$ cat src/rtl/fir_coeff_pair_loader.sv
// Qualifies a packed FIR coefficient pair from the register word and applies it
// atomically on a channel-frame boundary once it has been stable long enough.
module fir_coeff_pair_loader #(
  parameter int unsigned SETTLE_CYCLES = 4,
  parameter int unsigned CNT_WIDTH     = 8,
  parameter logic [15:0] RESET_HI      = 16'h0000,
  parameter logic [15:0] RESET_LO      = 16'h0000
) (
  input  logic                 user_clk,
  input  logic                 user_rst_n,
  input  logic [31:0]          reg_data,
  input  logic                 frame_sync,
  output logic [15:0]          coef_hi,
  output logic [15:0]          coef_lo,
  output logic                 coef_valid,
  output logic                 update_pending,
  output logic [CNT_WIDTH-1:0] update_count
);

  localparam logic [31:0] RESET_WORD  = {RESET_HI, RESET_LO};
  localparam logic [7:0]  SETTLE_LAST = 8'(SETTLE_CYCLES - 1);

  typedef enum logic [1:0] {IDLE, SETTLE, PENDING, APPLY} state_t;

  state_t      state, state_d;
  logic [31:0] reg_q;
  logic [31:0] cand, cand_d;
  logic [7:0]  cnt, cnt_d;
  logic        apply;
  logic [31:0] active;

  assign active = {coef_hi, coef_lo};

  // Every decision uses the registered copy reg_q; reg_data is only sampled.
  always_comb begin
    // NOTE: every output of this block gets a default first so no path can infer a latch.
    state_d = state;
    cand_d  = cand;
    cnt_d   = cnt;
    apply   = 1'b0;
    case (state)
      IDLE: begin
        if (reg_q != active) begin
          cand_d  = reg_q;
          cnt_d   = '0;
          state_d = SETTLE;
        end
      end
      SETTLE: begin
        if (reg_q != cand) begin
          cand_d = reg_q;
          cnt_d  = '0;
        end else if (cnt == SETTLE_LAST) begin
          // A word that settled back onto the active pair needs no apply.
          state_d = (cand == active) ? IDLE : PENDING;
        end else begin
          cnt_d = cnt + 8'd1;
        end
      end
      PENDING: begin
        // A change beats a coincident frame_sync; the stale candidate is dropped.
        if (reg_q != cand) begin
          cand_d  = reg_q;
          cnt_d   = '0;
          state_d = SETTLE;
        end else if (frame_sync) begin
          state_d = APPLY;
        end
      end
      APPLY: begin
        apply   = 1'b1;
        state_d = IDLE;
      end
      default: state_d = IDLE;
    endcase
  end

  always_ff @(posedge user_clk or negedge user_rst_n) begin
    if (!user_rst_n) begin
      reg_q          <= RESET_WORD;
      cand           <= RESET_WORD;
      cnt            <= '0;
      state          <= IDLE;
      coef_hi        <= RESET_HI;
      coef_lo        <= RESET_LO;
      coef_valid     <= 1'b0;
      update_pending <= 1'b0;
      update_count   <= '0;
    end else begin
      // NOTE: non-blocking assignments so every flop samples pre-edge values.
      reg_q          <= reg_data;
      cand           <= cand_d;
      cnt            <= cnt_d;
      state          <= state_d;
      update_pending <= (state_d == PENDING);
      coef_valid     <= apply;
      if (apply) begin
        coef_hi      <= cand[31:16];
        coef_lo      <= cand[15:0];
        update_count <= update_count + CNT_WIDTH'(1);
      end
    end
  end

endmodule

$ cat config.mk
export PLATFORM = sky130hd
export DESIGN_NAME = fir_coeff_pair_loader
export DESIGN_NICKNAME = d
export VERILOG_FILES = /design/src/rtl/fir_coeff_pair_loader.sv
export SDC_FILE = /design/constraint.sdc
export NUM_CORES = 1
export LEC_CHECK = 0
export ABC_AREA = 1
export CAP_MARGIN = 20
export CORE_ASPECT_RATIO = 1.2
export CORE_MARGIN = 2
export CORE_UTILIZATION = 60
export CTS_CLUSTER_DIAMETER = 30
export DETAILED_ROUTE_END_ITERATION = 6
export HOLD_SLACK_MARGIN = 0.15
export PLACE_DENSITY = 0.85
export SLEW_MARGIN = 25
export SYNTH_ARGS = -nofsm -noshare
export SYNTH_HDL_FRONTEND = slang
export SYNTH_SLANG_ARGS = --single-unit
$ cat constraint.sdc
create_clock -name user_clk -period 4.2 [get_ports user_clk]
set_input_delay 0.63 -clock user_clk [delete_from_list [all_inputs] [get_ports user_clk]]
set_output_delay 0.63 -clock user_clk [all_outputs]
set_load 0.02 [all_outputs]
== Word-level counts from Yosys, hierarchy flattened ==
Cells that the tools add are included.

* Output and inout bits: 42
* Register bits after elaboration: 116
* Input port bits: 35
* Logic and storage cells: 45

* Reduce and logical (&&, ||, !) cells: 6
* Equality and inequality tests: 12
* Mux-type cells: 16
* Add/sub/neg operators: 2

{| class="wikitable"
|+ Operator list
! kind !! count
|-
| $mux 32 || 2
|-
| $ne 32x32->1 || 2
|-
| $pmux 32 s2 || 1
|-
| $eq 32x32->1 || 1
|-
| $mux 8 || 4
|-
| $pmux 8 s3 || 1
|-
| $add 8x1->8 const B || 2
|-
| $mux 2 || 6
|-
| $eq 8x2->1 const B || 1
|-
| $pmux 2 s4 || 1
|-
| $eq 2x2->1 const B || 3
|-
| $ne 2x2->1 const B || 2
|-
| $reduce_and 4->1 || 1
|-
| $ne 3x3->1 const B || 1
|-
| $reduce_and 3->1 || 1
|-
| $reduce_bool 3->1 || 1
|-
| $eq 2x1->1 const B || 1
|-
| $logic_not 2->1 || 1
|-
| $ne 2x1->1 const B || 1
|-
| $reduce_bool 2->1 || 1
|-
| $reduce_or 2->1 || 1
|-
| $mux 1 || 1
|}

== Longest topological paths before layout ==
Gate-level depths: netlist (run 1).

* Depth in word-level cells: 6
* Depth in mapped cells: 15
* Gate-level depth less buffers: 14

== Worst setup path after synthesis (run 1) ==
OpenSTA, ideal clock, no wires.

* Kind: register to register
* From: register coef_hi[6]
* To: register cnt[5]
* Stages on the path, launching flop included: 13
* Buffers on the path: 1
* Period minus slack after synthesis: 1698 ps
* Path slack: 2502 ps
* Arrival: 1633 ps
* Setup time: 65 ps
* Required time: 4135 ps
* Cell sequence: dfrtp_1 -> inv_1 -> nand2_1 -> nand4_1 -> nor2_1 -> nand2_1 -> nor2_1 -> nand3_1 -> nor2b_1 -> buf_2 -> nand2_4 -> nand2_1 -> nand2_1

* Word-level cells in the longest chain between the ends: 3

{| class="wikitable"
|+ Ends and longest elaborated chain
! element !! line !! text
|-
| start, declared || 13 || <nowiki>output logic [15:0] coef_hi,</nowiki>
|-
| start signal, assigned || 98 || <nowiki>coef_hi <= cand[31:16];</nowiki>
|-
| $ne 32x32->1 || 43 || <nowiki>if (reg_q != active) begin</nowiki>
|-
| $ne 2x2->1 (no line) || - ||
|-
| $reduce_and 4->1 (no line) || - ||
|-
| end signal, assigned || 93 || <nowiki>cnt <= cnt_d;</nowiki>
|-
| end, declared || 28 || <nowiki>logic [7:0] cnt, cnt_d;</nowiki>
|}

No other way between the ends.
A chain may end at the register's enable or synchronous reset.

== Worst setup path in the final report (run 1) ==
* From: register reg_q[12]
* To: register cand[28]

* Word-level cells in the longest chain between the ends: 3
* Elaborated cells on any way between the ends: 5
* Classes of those cells: 4 x eq/ne; 1 x reduce/logical

{| class="wikitable"
|+ Ends and longest elaborated chain
! element !! line !! text
|-
| start, declared || 26 || <nowiki>logic [31:0] reg_q;</nowiki>
|-
| start signal, assigned || 91 || <nowiki>reg_q <= reg_data;</nowiki>
|-
| $ne 32x32->1 (on tied branches) || 50, 62, 43 ||
|-
| $ne 2x1->1 (no line) or $ne 2x2->1 (tied branches) || - ||
|-
| $reduce_and 3->1 (no line) * || - ||
|-
| end signal, assigned || 92 || <nowiki>cand <= cand_d;</nowiki>
|-
| end, declared || 27 || <nowiki>logic [31:0] cand, cand_d;</nowiki>
|}

Every way passes the cells marked *; elsewhere a longest branch is shown, timed or not.

==> impl_results.md, run 1 <==
* Status: finished, final reports clean
* Max IR drop VDD at 262 uV
* Mean post-synth cell area at 7.17 um^2
* Placed inst area at 7050 um^2
* Least-Margin Pin Slew at 703 ps
* Req. time, crit path at 4520 ps
* Pin count of the biggest net entering global routing at 79
* Final Cell Area at 7630 um^2
* Drt total wl at 14.2 mm
* Post-synthesis sequential area ratio at 0.467
* CTS max path bufs at 2
* Initial antenna violation count at 0
* Worst slew margin at 0.531
* RSZ-0062 raised after global routing: no
* ANT cells at 0
* Maximum clock rate at 0.431 GHz
* # nets final at 990
* Number of global-route vias before repair at 5357
* Post-CTS setup buffers at 0
* Initial Util at 0.618
* Drt first pass iters at 5
* Total GRT Usage at 0.268
* CP arrival at 2640 ps
* CTS buffer count at 17
* CTS tree: done
* Later-pin clock latency in the skew report at 420 ps
* Port Buffers at 76
* Die ar. at 11200 um^2
* LEAKAGE at 3.81 nW
* Cts repair resizes at 0
* Core ar. at 10100 um^2
* Mapped Area at 6210 um^2
* Post-route DRC at 0
* GP Congestion at 0.855
* Cell variety after synth at 29
* Die width at 96.9 um
* Reg2reg start: reg_q[12]
* Via count at 5536
* Yosys warnings at 0
* Die Ht at 115 um
* Final ANT Viol Nets at 0
* Slew Viols, Final at 0
* Max FO, Critical Path at 64
* CTS clk-pin slew, worst paths at 50 ps
* P&R area growth vs syn at 22.8%
* First-pass GRT wire length at 23.9 mm
* Worst setup path class: flip-flop to flip-flop
* Register bit total from synthesis at 116
* Commonest non-fill, non-tap cell in the layout: nand2_1
* Dpl hpwl at 9.67 mm
* # setup viols final at 0
* Tmin final at 2320 ps
* Number of max-cap violations at 0
* Initial DRC Count at 337
* Layout cells sized above 1 at 0.0625
* Pwr dens at 367 nW/um^2
* Crit path launch type: flip-flop
* Final setup TNS at 0 ps
* Clk root buf: clkbuf_16
* # hold bufs at CTS at 0
* Ports at 77
* GR Overflow Total at 0
* H-tree levels at 4
* Most frequent cells in the layout: nand2_1, dfrtp_1, inv_1, clkdlybuf4s50_1, nor2_1
* Worst min path class: input port to async pin
* Vias/cell at 5.10
* Routed length per instance at 13.1 um
* Syn_nets at 910
* Crit share post-route at 0.553
* Row count at 40
* Clock skew at 7.84 ps
* Fin. Hold Viols at 0
* Worst setup path startpoint: reg_q[12]
* Crit end category: flip-flop
* Clock sink count at 116
* Synth Instances at 867
per-stage QoR:
stage / hold WS, ps / std cells / setup slack [ps] / total power [mW] / utilization
floorplan: 334 / 867 / 2500 / 1.31 / -
global placement: 465 / 1054 / 2040 / 1.39 / 0.700
detailed placement: 465 / 1054 / 1980 / 1.39 / 0.700
CTS: 414 / 1086 / 1880 / 2.80 / 0.758
global route: 299 / 1086 / 1640 / 2.90 / 0.758
finish: 240 / 1086 / 1880 / 2.80 / 0.758
layout make-up:
type                            instances  area [um^2]
Clock inverter                         10          105
Timing Repair Buffer                   79          785
Tap cell                              126          158
Clock buffer                           22          474
Sequential cell                       116         2900
Fill cell                             716         2430
Inverter                              123          462
Multi-Input combinational cell        610         2740
synthesized netlist by cell type:
library cell	n	area share
buf_6	3	0.0054
buf_4	3	0.0036
nand4_1	21	0.021
nand3b_1	1	0.0012
o21bai_1	1	0.0012
nor2_2	3	0.0030
and2_0	1	0.0010
o21ai_0	36	0.029
xnor2_1	9	0.013
nor2_4	1	0.0018
buf_2	2	0.0016
inv_2	17	0.010
clkinv_1	2	0.0012
nor3_1	5	0.0040
nand2_1	379	0.23
nand2_2	2	0.0020
dfrtp_1	116	0.47
ha_1	8	0.016
nor4_1	1	0.0010
inv_1	104	0.063
clkbuf_2	3	0.0024
o21ai_1	30	0.024
clkbuf_1	7	0.0042
nand2_4	1	0.0018
nand3b_4	1	0.0032
xor2_1	23	0.032
nand3_1	17	0.014
nor2_1	69	0.042
nor2b_1	1	0.0010
final timing paths:
path | end | slack (ps) | cells past startpoint
setup / recovery | cand[28] | 1880 | 10
hold / removal | coef_hi[1] | 240 | 1
setup reg to reg | cand[28] | 1880 | 10
hold reg to reg | update_count[7] | 480 | 1
max in group asynchronous | state[1] | 3200 | 2
min in group user_clk | update_count[7] | 480 | 1
state kept, by name, summed over array words and instances, names as in the netlist:
| name | count |
|---|---|
| coef_lo | 16 |
| cnt | 8 |
| coef_hi | 16 |
| state | 2 |
| cand | 32 |
| update_count | 8 |
| update_pending | 1 |
| coef_valid | 1 |
| reg_q | 32 |
kinds of logic (layout without fill, tap and decap cells):
family	count (synthesis)	count (layout)	synth area share
adders and majority gates	8	8	0.0161
AOI/OAI and AO/OA	67	67	0.0544
buffers and inverters	141	234	0.0916
xor gates and xnor gates	32	32	0.0451
and+or+nand+nor	503	503	0.326
DFF	116	116	0.467
worst max-delay path, cell delays in order, from the launching register on:
cell      delay [ps]
dfrtp_1          410
inv_1            120
nand2_1           90
nand4_1          120
nor2_1           210
nand2_1          100
nor2_1           180
nand3_1          160
nand3b_4         580
nand2_1          140
o21ai_1          110
power by group:
| part | internal, mW | leakage (nW) | switching [mW] |
|---|---|---|---|
| clock | 0.912 | 0.285 | 0.506 |
| sequential | 1.15 | 1.47 | 0.0427 |
| combinational | 0.0799 | 2.06 | 0.107 |
routing by layer:
metal | routed length (um) | GRT usage
met5 | 0 | 0
met4 | 389 | 0.106
met3 | 776 | 0.0712
met2 | 7140 | 0.469
met1 | 5910 | 0.320
Note: power is estimated with default switching activity, not from simulation.
==> run 2: changes to the inputs <==
Settings changed: CORE_UTILIZATION 60 to 51, PLACE_DENSITY 0.85 to 0.77.
Clock period 4.2 ns to 1.9 ns, I/O delays scaled along.
==> impl_results.md, run 2 (same netlist as run 1, synthesis figures left out) <==
* Status: complete, but fails checks (was finished, final reports clean)
* Failing checks: setup timing
* Layout cells sized above 1 at 0.170 (was 0.0625)
* Worst path bufs/invs at 2 (was 1)
* Fin. Hold Viols at 0 (unchanged)
* Worst slew margin at 0.669 (was 0.531)
* Clock skew at 9.32 ps (was 7.84 ps)
* Final Total Pwr at 6.32 mW (was 2.80 mW)
* Cells along the critical path: inv_1, nand2_1, nand4_1, nor2_2, nand2_1, nor2_4, nand3_4, nand3b_4, clkbuf_16, nand2_1, o21ai_1 (was inv_1, nand2_1, nand4_1, nor2_1, nand2_1, nor2_1, nand3_1, nand3b_4, nand2_1, o21ai_1)
* Cells on worst reg2reg path at 11 (was 10)
* Dpl hpwl at 10.4 mm (was 9.67 mm)
* Ports at 77 (unchanged)
* Worst setup path class: flip-flop to flip-flop (unchanged)
* ANT cells at 0 (unchanged)
* Row count at 44 (was 40)
* Cell mode on critical path: nand2_1 (unchanged)
* WHS at 308 ps (was 240 ps)
* Total GRT Usage at 0.232 (was 0.268)
* Sw power at 1.58 mW (was 0.656 mW)
* CTS clk-pin slew, worst paths at 60 ps (was 50 ps)
* Max FO, Critical Path at 8 (was 64)
* Number of max-cap violations at 0 (unchanged)
* H-tree levels at 4 (unchanged)
* CTS buffer count at 17 (unchanged)
* Die width at 105 um (was 96.9 um)
* Later-pin clock latency in the skew report at 420 ps (about the same)
* # nets final at 1033 (was 990)
* Vias/cell at 4.95 (was 5.10)
* Maximum clock rate at 0.521 GHz (was 0.431 GHz)
* Worst min path class: input port to flip-flop (was input port to async pin)
* Number of global-route vias before repair at 5336 (was 5357)
* CP arrival at 2260 ps (was 2640 ps)
* Sequential Power Share at 0.417 (was 0.426)
* Delay-heaviest family, CP: simple AND/OR/NAND/NOR gates (unchanged)
* Final ANT Viol Nets at 0 (unchanged)
* Max IR drop VDD at 532 uV (was 262 uV)
* Initial antenna violation count at 0 (unchanged)
* Worst path depth at 11 (was 10)
* Net Sw Frac at 0.250 (was 0.234)
* Slew Viols, Final at 0 (unchanged)
* Initial DRC Count at 335 (was 337)
* Fin util at 0.699 (was 0.758)
* Commonest non-fill, non-tap cell in the layout: nand2_1 (unchanged)
* Post-route DRC at 0 (unchanged)
* Setup ws final at -20.4 ps (was 1880 ps)
* Pin count of the biggest net entering global routing at 35 (was 79)
* Clk root buf: clkbuf_16 (unchanged)
* Core ar. at 12000 um^2 (was 10100 um^2)
* Initial Util at 0.518 (was 0.618)
* LEAKAGE at 4.14 nW (was 3.81 nW)
* Combinational share of power at 0.078 (was 0.067)
* GR Overflow Total at 0 (unchanged)
* Slowest stage delay, CP at 410 ps (was 580 ps)
* Die ar. at 13100 um^2 (was 11200 um^2)
* Multi-input logic area at 2960 um^2 (was 2740 um^2)
* Tmin final at 1920 ps (was 2320 ps)
* First-pass GRT wire length at 24.4 mm (was 23.9 mm)
* Routed length per instance at 13.8 um (was 13.1 um)
* Final Cell Area at 8390 um^2 (was 7630 um^2)
* # setup viols final at 1 (was 0)
* Clock sink count at 116 (unchanged)
* Placed inst area at 7360 um^2 (was 7050 um^2)
* CTS tree: done (unchanged)
* Internal power at 4.74 mW (was 2.14 mW)
* Port Buffers at 76 (unchanged)
* Least-Margin Pin Slew at 496 ps (was 703 ps)
* Drt total wl at 16.0 mm (was 14.2 mm)
* RSZ-0062 raised after global routing: yes (was no)
* Crit end category: flip-flop (unchanged)
* GP Congestion at 0.838 (was 0.855)
* Crit path launch type: flip-flop (unchanged)
* Drt first pass iters at 5 (unchanged)
* Die Ht at 125 um (was 115 um)
* Req. time, crit path at 2230 ps (was 4520 ps)
* Largest regs: cand: 32 flops, reg_q: 32 flops (unchanged)
* Via count at 5760 (was 5536)
* Pwr dens at 753 nW/um^2 (was 367 nW/um^2)
* Register area at 2920 um^2 (was 2900 um^2)
* P&R area growth vs syn at 35.1% (was 22.8%)
* Fill count at 956 (was 716)
* Slowest-stage cell, CP: dfrtp_1 (was nand3b_4)
* CTS max path bufs at 2 (unchanged)
* Clock power share at 0.505 (was 0.507)
* Most frequent cells in the layout: nand2_1, dfrtp_1, inv_1, clkdlybuf4s50_1, nor2_1 (unchanged)
* Hold Path Depth at 1
* Crit share post-route at 1.01 (was 0.553)
## run 2: cell types whose count changed in the layout (fill, tap and decap cells not counted), sizes merged
cell / before / now
buf: 4 / 40
clkbuf: 22 / 23
clkinv: 8 / 7
clkinvlp: 2 / 5
dlygate4sd3: 0 / 1
inv: 121 / 123
nand3b: 2 / 3
## run 2: layer usage
layer | global-route usage | share of wire | vias to the layer above
li1 | - | - | 2881
met1 | 0.295 | 0.42 | 2695
met2 | 0.396 | 0.51 | 145
met3 | 0.0513 | 0.045 | 39
met4 | 0.0729 | 0.026 | 0
met5 | 0 | 0 | -
## run 2: final timing paths
path	to	startpoint	slack, ps
hold / removal	reg_q[24]	reg_data[24]	310
setup reg to reg	cand[2]	coef_hi[11]	-20
min in group asynchronous	coef_hi[2]	user_rst_n	380
hold reg to reg	update_count[7]	update_count[7]	470
max in group asynchronous	cand[29]	user_rst_n	980
setup / recovery	cand[2]	coef_hi[11]	-20
## run 2: worst register-to-register path: stages, from the launching register on
cell and delay (ps):
dfrtp_1 410, inv_1 70, nand2_1 60, nand4_1 150, nor2_2 160, nand2_1 130, nor2_4 180, nand3_4 130
nand3b_4 200, clkbuf_16 200, nand2_1 70, o21ai_1 80
## run 2: stage by stage
step | instances | setup slack (ps) | setup TNS [ps]
global placement | 1116 | -94.5 | -1250
global route | 1164 | -112 | -2770
finish | 1164 | -20.4 | -20.4
floorplan | 867 | 202 | 0
CTS | 1149 | 20.0 | 0
detailed placement | 1116 | -135 | -2280
## run 2: layout make-up
cell class | instances | area share
clock buffer | 18 | 0.0523
tap | 161 | 0.0240
clock inverter | 14 | 0.0185
multi-input combinational | 611 | 0.353
sequential | 116 | 0.347
inverter | 123 | 0.0550
timing repair buffer | 121 | 0.150
## run 2: power by group through the flow
stage / Clock [mW] / Combinational (mW) / Sequential, mW
after floorplan: 0 / 0.241 / 2.65
after global placement: 0 / 0.444 / 2.67
after detailed placement: 0 / 0.450 / 2.67
after CTS: 3.21 / 0.455 / 2.63
after global routing: 3.35 / 0.560 / 2.65
final: 3.19 / 0.495 / 2.64
## run 2: repair_timing
action | in CTS | in global routing
resized for setup | 4 | 78
hold buffers | 1 | 0
setup endpoints to repair | 40 | 42
gates cloned | 0 | 8
buffers inserted | 0 | 7
endpoints found under the hold margin | 29 | 0
pin swaps | 0 | 11
